<file path="src/rtl/forward_scoreboard.sv">
// ---------------------------------------------------------------------------
// forward_scoreboard
//
// Tracks the last DEPTH issued instructions (P[1] = youngest) and, for each
// source operand of the instruction waiting in decode, produces a forwarding
// mux select.  A select of 0 picks the register file, and a select of k picks
// stage P[k].  When a source depends on a load that is still too young to
// forward (k <= LOAD_LAT), STALL is raised and decode is held until the load
// reaches a forwardable stage.
//
// Optional feature (macro FWD_STATS_EN): adds the STALL_CNT output.  This is
// a 16-bit saturating count of stalled cycles.  FLUSH does not clear it.
//
// Parameters:
//   NUM_SRC   source operands checked per instruction (1..4)
//   DEPTH     tracked in-flight stages P[1..DEPTH] (2..4)
//   LOAD_LAT  stages after issue before load data is forwardable (1..DEPTH-1)
//   SELW      width of one select field
//
// Ports:
//   CLK, RST_N       clock (rising edge), asynchronous active-low reset
//   ISSUE_VALID      instruction requests to leave decode
//   ISSUE_RD         destination register of the issuing instruction
//   ISSUE_REGWRITE   issuing instruction writes RD
//   ISSUE_IS_LOAD    issuing instruction is a load
//   SRC_ADDR         source addresses, field i = [5i+4:5i]
//   SRC_USED         source i is read
//   SRC_FWD_EN       source i may take forwarded data
//   FLUSH            kill every tracked instruction
//   STALL            hold decode (combinational)
//   SEL              per-source select, field i = [SELW*i +: SELW]
//   STALL_CNT        stall statistics (FWD_STATS_EN only)
// ---------------------------------------------------------------------------
module forward_scoreboard #(
  parameter int NUM_SRC  = 2,
  parameter int DEPTH    = 2,
  parameter int LOAD_LAT = 1,
  parameter int SELW     = $clog2(DEPTH + 1)
) (
  input  logic                    CLK,
  input  logic                    RST_N,
  input  logic                    ISSUE_VALID,
  input  logic [4:0]              ISSUE_RD,
  input  logic                    ISSUE_REGWRITE,
  input  logic                    ISSUE_IS_LOAD,
  input  logic [5*NUM_SRC-1:0]    SRC_ADDR,
  input  logic [NUM_SRC-1:0]      SRC_USED,
  input  logic [NUM_SRC-1:0]      SRC_FWD_EN,
  input  logic                    FLUSH,
  output logic                    STALL,
`ifdef FWD_STATS_EN
  output logic [SELW*NUM_SRC-1:0] SEL,
  output logic [15:0]             STALL_CNT
`else
  output logic [SELW*NUM_SRC-1:0] SEL
`endif
);

  localparam logic [0:0] RUN     = 1'b0;
  localparam logic [0:0] LDSTALL = 1'b1;

  logic [DEPTH:1]     valid_r;
  logic [DEPTH:1]     regwrite_r;
  logic [DEPTH:1]     is_load_r;
  logic [4:0]         rd_r [1:DEPTH];

  logic [0:0]         state_r;
  logic [0:0]         state_nxt_s;
  logic [SELW-1:0]    cnt_r;
  logic [SELW-1:0]    cnt_nxt_s;

  logic [SELW-1:0]    win_k_s [NUM_SRC];
  logic [NUM_SRC-1:0] win_load_s;
  logic               haz_s;
  logic [SELW-1:0]    haz_k_s;
  logic [SELW-1:0]    ld_val_s;
  logic               stall_s;
  logic               accept_s;

  // A stage can forward to a source only if it writes a real register
  // (x0 is hardwired) that the source actually reads and may bypass.
  function automatic logic src_hits(
    input logic       v,
    input logic       rw,
    input logic [4:0] rd,
    input logic [4:0] src,
    input logic       used,
    input logic       fwd
  );
    return v & rw & (rd != 5'd0) & (rd == src) & used & fwd;
  endfunction

  // Youngest-match search per source: scan oldest to youngest so the
  // smallest k overwrites any older hit.
  always_comb begin
    win_load_s = '0;
    for (int i = 0; i < NUM_SRC; i++) begin
      win_k_s[i] = '0;
      for (int k = DEPTH; k >= 1; k--) begin
        if (src_hits(valid_r[k], regwrite_r[k], rd_r[k], SRC_ADDR[5*i +: 5],
                     SRC_USED[i], SRC_FWD_EN[i])) begin
          win_k_s[i]    = SELW'(k);
          win_load_s[i] = is_load_r[k];
        end else begin
          win_k_s[i]    = win_k_s[i];
          win_load_s[i] = win_load_s[i];
        end
      end
    end
  end

  // Load-use hazard: keep the youngest offending load, because it needs
  // the longest wait before it becomes forwardable.
  always_comb begin
    haz_s   = 1'b0;
    haz_k_s = '0;
    for (int i = 0; i < NUM_SRC; i++) begin
      if (win_load_s[i] && (win_k_s[i] != '0) &&
          (win_k_s[i] <= SELW'(LOAD_LAT)) &&
          (!haz_s || (win_k_s[i] < haz_k_s))) begin
        haz_s   = 1'b1;
        haz_k_s = win_k_s[i];
      end else begin
        haz_s   = haz_s;
        haz_k_s = haz_k_s;
      end
    end
  end

  // Extra wait cycles beyond the current one before the load can forward.
  assign ld_val_s = SELW'(LOAD_LAT) - haz_k_s;

  // Stall decision.  This path is not gated by FLUSH: a hazard seen in the
  // flush cycle still holds decode in that cycle.
  always_comb begin
    if (state_r == LDSTALL) begin
      stall_s = 1'b1;
    end else begin
      stall_s = ISSUE_VALID & haz_s;
    end
  end

  assign STALL    = stall_s;
  assign accept_s = ISSUE_VALID & ~stall_s & ~FLUSH;

  // Forwarding selects.  These are forced to the register file while decode
  // is held.
  always_comb begin
    SEL = '0;
    for (int i = 0; i < NUM_SRC; i++) begin
      if (stall_s) begin
        SEL[SELW*i +: SELW] = '0;
      end else begin
        SEL[SELW*i +: SELW] = win_k_s[i];
      end
    end
  end

  // Next-state and stall-counter logic.  FLUSH overrides everything else.
  always_comb begin
    state_nxt_s = state_r;
    cnt_nxt_s   = cnt_r;
    if (FLUSH) begin
      state_nxt_s = RUN;
      cnt_nxt_s   = '0;
    end else begin
      case (state_r)
        RUN: begin
          if (ISSUE_VALID && haz_s) begin
            cnt_nxt_s   = ld_val_s;
            state_nxt_s = (ld_val_s != '0) ? LDSTALL : RUN;
          end else begin
            cnt_nxt_s   = cnt_r;
            state_nxt_s = RUN;
          end
        end
        LDSTALL: begin
          if (cnt_r <= SELW'(1)) begin
            cnt_nxt_s   = '0;
            state_nxt_s = RUN;
          end else begin
            cnt_nxt_s   = cnt_r - SELW'(1);
            state_nxt_s = LDSTALL;
          end
        end
        default: begin
          cnt_nxt_s   = '0;
          state_nxt_s = RUN;
        end
      endcase
    end
  end

  // FSM state and stall counter registers.
  always_ff @(posedge CLK or negedge RST_N) begin
    if (!RST_N) begin
      state_r <= RUN;
      cnt_r   <= '0;
    end else begin
      state_r <= state_nxt_s;
      cnt_r   <= cnt_nxt_s;
    end
  end

  // In-flight pipe.  It shifts every cycle, and a bubble enters P[1]
  // whenever no issue is accepted.
  always_ff @(posedge CLK or negedge RST_N) begin
    if (!RST_N) begin
      valid_r    <= '0;
      regwrite_r <= '0;
      is_load_r  <= '0;
      for (int k = 1; k <= DEPTH; k++) begin
        rd_r[k] <= 5'd0;
      end
    end else begin
      if (FLUSH) begin
        valid_r <= '0;
      end else begin
        valid_r <= {valid_r[DEPTH-1:1], accept_s};
      end
      regwrite_r <= {regwrite_r[DEPTH-1:1], ISSUE_REGWRITE};
      is_load_r  <= {is_load_r[DEPTH-1:1], ISSUE_IS_LOAD};
      rd_r[1]    <= ISSUE_RD;
      for (int k = 2; k <= DEPTH; k++) begin
        rd_r[k] <= rd_r[k-1];
      end
    end
  end

`ifdef FWD_STATS_EN
  logic [15:0] stall_cnt_r;

  // Saturating count of stalled cycles.  Only reset clears it.
  always_ff @(posedge CLK or negedge RST_N) begin
    if (!RST_N) begin
      stall_cnt_r <= 16'd0;
    end else if (stall_s && (stall_cnt_r != 16'hFFFF)) begin
      stall_cnt_r <= stall_cnt_r + 16'd1;
    end else begin
      stall_cnt_r <= stall_cnt_r;
    end
  end

  assign STALL_CNT = stall_cnt_r;
`endif

endmodule

</file>
<file path="config.mk">
export PLATFORM = sky130hd
export DESIGN_NAME = forward_scoreboard
export DESIGN_NICKNAME = d
export VERILOG_FILES = /design/src/rtl/forward_scoreboard.sv
export SDC_FILE = /design/constraint.sdc
export NUM_CORES = 1
export LEC_CHECK = 0
export CAP_MARGIN = 10
export CORE_MARGIN = 1
export CORE_UTILIZATION = 43
export DETAILED_ROUTE_END_ITERATION = 6
export PLACE_DENSITY = 0.76
export SYNTH_ARGS = -nofsm -noshare
export SYNTH_HDL_FRONTEND = slang
export SYNTH_SLANG_ARGS = --single-unit
</file>
<file path="constraint.sdc">
create_clock -name CLK -period 2.8 [get_ports CLK]
set_clock_uncertainty 0.1 [all_clocks]
set_input_delay 0.56 -clock CLK [delete_from_list [all_inputs] [get_ports CLK]]
set_output_delay 0.56 -clock CLK [all_outputs]
set_load 0.02 [all_outputs]
</file>
==> metrics <==
WP data required 2.14 ns; htree depth 1; post-synthesis cell count 76; Reg clk slew, reported paths 0.09 ns; Post-CTS Hold Buffers 0; DP HPWL 1590 µm; outcome finished clean; fin crit period ~2.7 ns; Via density 4.99; top post-synthesis cells by count dfrtp_1 (18), xnor2_1 (10), xor2_1 (10); row cnt 15; overall power 503 µW; crit start category primary input; Primary FF master, synth dfrtp_1; CP Max Fanout 4; FFs w/ async S/R, synth 1.00; Initial Utilization 0.483; fin crit share 0.982; P&R area growth vs syn 63.0%; Peak Freq about 360 MHz; VDD IR max 0.000348 V; Ports 30; 1st-iter DRT viols 7; Setup-failing EPs final 0; NumNets Final 156; drt first pass iters 4; Fin. Hold Viols 0; DP Worst Slack -0.611 ns; clock buffer depth 2; TritonCTS clock tree built; CP Capture Type output pin; Setup Total Neg Slack 0 ns; Mean Syn Cell Area 11.6 µm²; final WL approximately 2100 µm; vias in the first global route 765; cell area after layout around 1400 µm²; EDFF count, synth 0; dominant cells by area after synthesis dfrtp_1 (51%), xnor2_1 (10%), xor2_1 (10%); Pleak 0.000613 µW; Skew-Pair Late Insertion Delay 0.28 ns; Residual DRC 0; via count 768; routability cong. around 0.86; post-detailed-route count of antenna-violating nets 0; global-route wire length before repair 3280 µm; CTS Sinks 18; worst-margin pin slew 0.739 ns; Syn Std Cell Area approximately 880 µm²; setup ws final 0.0502 ns; final core utilization 0.788; die area 2230 µm²; type of the worst setup path in2out; Synth cell types 23; CTS root buffer clkbuf_4; cts bufs inserted 3; register area share after synthesis 0.512; most frequent cell after synthesis dfrtp_1; flops & latches, synth 18; Yosys Warn Count 0; Total GRT Usage 0.220; Worst Hold Class reg2reg; unrepaired setup endpoints after global routing yes; Max-Cap Viols 0; Slew headroom 0.506; grt ovf 0; WP data arrival 2.09 ns; ANT cells 0; drt wl/cell 13.6 µm; Core Footprint roughly 1800 µm²; PwrDens 351 nW/µm²; Yosys top cell area share 0.512; Die X around 47 µm; final-layout fill cell count about 120; dpl cell area 1330 µm²; Die H 47.2 µm; Max Slew Vio Count 0; share of post-route cells with drive strength above 1 0.333; PortBufs 29; initial antenna violation count 0; maximum number of pins on one net before global-route repair 19; Syn Nets 101; cell accounting for the most synthesized area dfrtp_1
[where the power goes]
group / total, µW / switching [µW] / leakage [µW] / internal (µW)
Clock: 119 / 69.1 / 0.0000138 / 49.9
Sequential: 284 / 11.3 / 0.000219 / 273
Combinational: 100 / 39.9 / 0.000380 / 60.2
Total: 503 / 120 / 0.000613 / 383
[sequential cells by signal, indices dropped and copies added (netlist names)]
name / cells
cnt_r: 2
valid_r: 2
state_r: 1
rd_r: 10
regwrite_r: 2
is_load_r: 1
[through the flow]
stage | instances | hold slack, ns
finish | 154 | 0.315
global route | 154 | 0.319
CTS | 152 | 0.311
detailed placement | 147 | 0.290
global placement | 147 | 0.279
floorplan | 76 | 0.164
[cell families after synthesis]
kind of cell,synth area share
buffers and inverters,0.00854
XOR/XNOR,0.199
AND/OR/NAND/NOR,0.178
flip-flops,0.512
AO/OA/AOI/OAI,0.102
[cells in the final DEF, fill, tap and decap left out, types with 3 or more instances in the layout]
cell,instances
clkbuf_4,3
nor4_2,3
dlygate4sd2_1,8
clkdlybuf4s50_1,15
dfrtp_1,18
nor2_1,3
nand4_1,4
buf_6,4
buf_4,20
xnor2_1,8
nand2_1,4
xor2_1,10
[per-layer routing]
metal / vias to the layer above / GRT usage / wire [µm]
li1: 386 / - / -
met1: 352 / 0.266 / 891
met2: 24 / 0.381 / 1060
met3: 6 / 0.0231 / 86
met4: 0 / 0.126 / 46
met5: - / 0 / 0
[path summary, 6_finish.rpt]
kind,from,to,slack [ns],cells past startpoint
setup / recovery,SRC_ADDR[8],SEL[0],0.05,8
hold / removal,regwrite_r[1],regwrite_r[2],0.32,0
setup reg to reg,rd_r[6],cnt_r[1],0.69,7
hold reg to reg,regwrite_r[1],regwrite_r[2],0.32,0
max in group asynchronous,RST_N,rd_r[5],1.53,1
min in group asynchronous,RST_N,rd_r[0],0.61,1
[area by class of cell]
| cell class | instances | area, µm² | area share |
|---|---|---|---|
| Multi-Input combinational cell | 56 | 484 | 0.338 |
| Timing Repair Buffer | 50 | 438 | 0.305 |
| Clock buffer | 3 | 22.5 | 0.0157 |
| Tap cell | 25 | 31.3 | 0.0218 |
| Sequential cell | 18 | 450 | 0.314 |
| Inverter | 2 | 7.51 | 0.00524 |
[worst max-delay path: stages]
cell and delay [ns]:
dlygate4sd2_1 0.25, xor2_1 0.14, nor4_1 0.31, nand3_1 0.23, a21oi_4 0.25, buf_6 0.14
nor4_4 0.03, buf_4 0.17
[timing repair]
item                       CTS  global route
gates cloned                 0             0
resized for setup           38            12
setup buffers                2             2
pin swaps                    7             8
setup endpoints to repair    5             5
No activity file was read; power rests on OpenSTA's default activity.
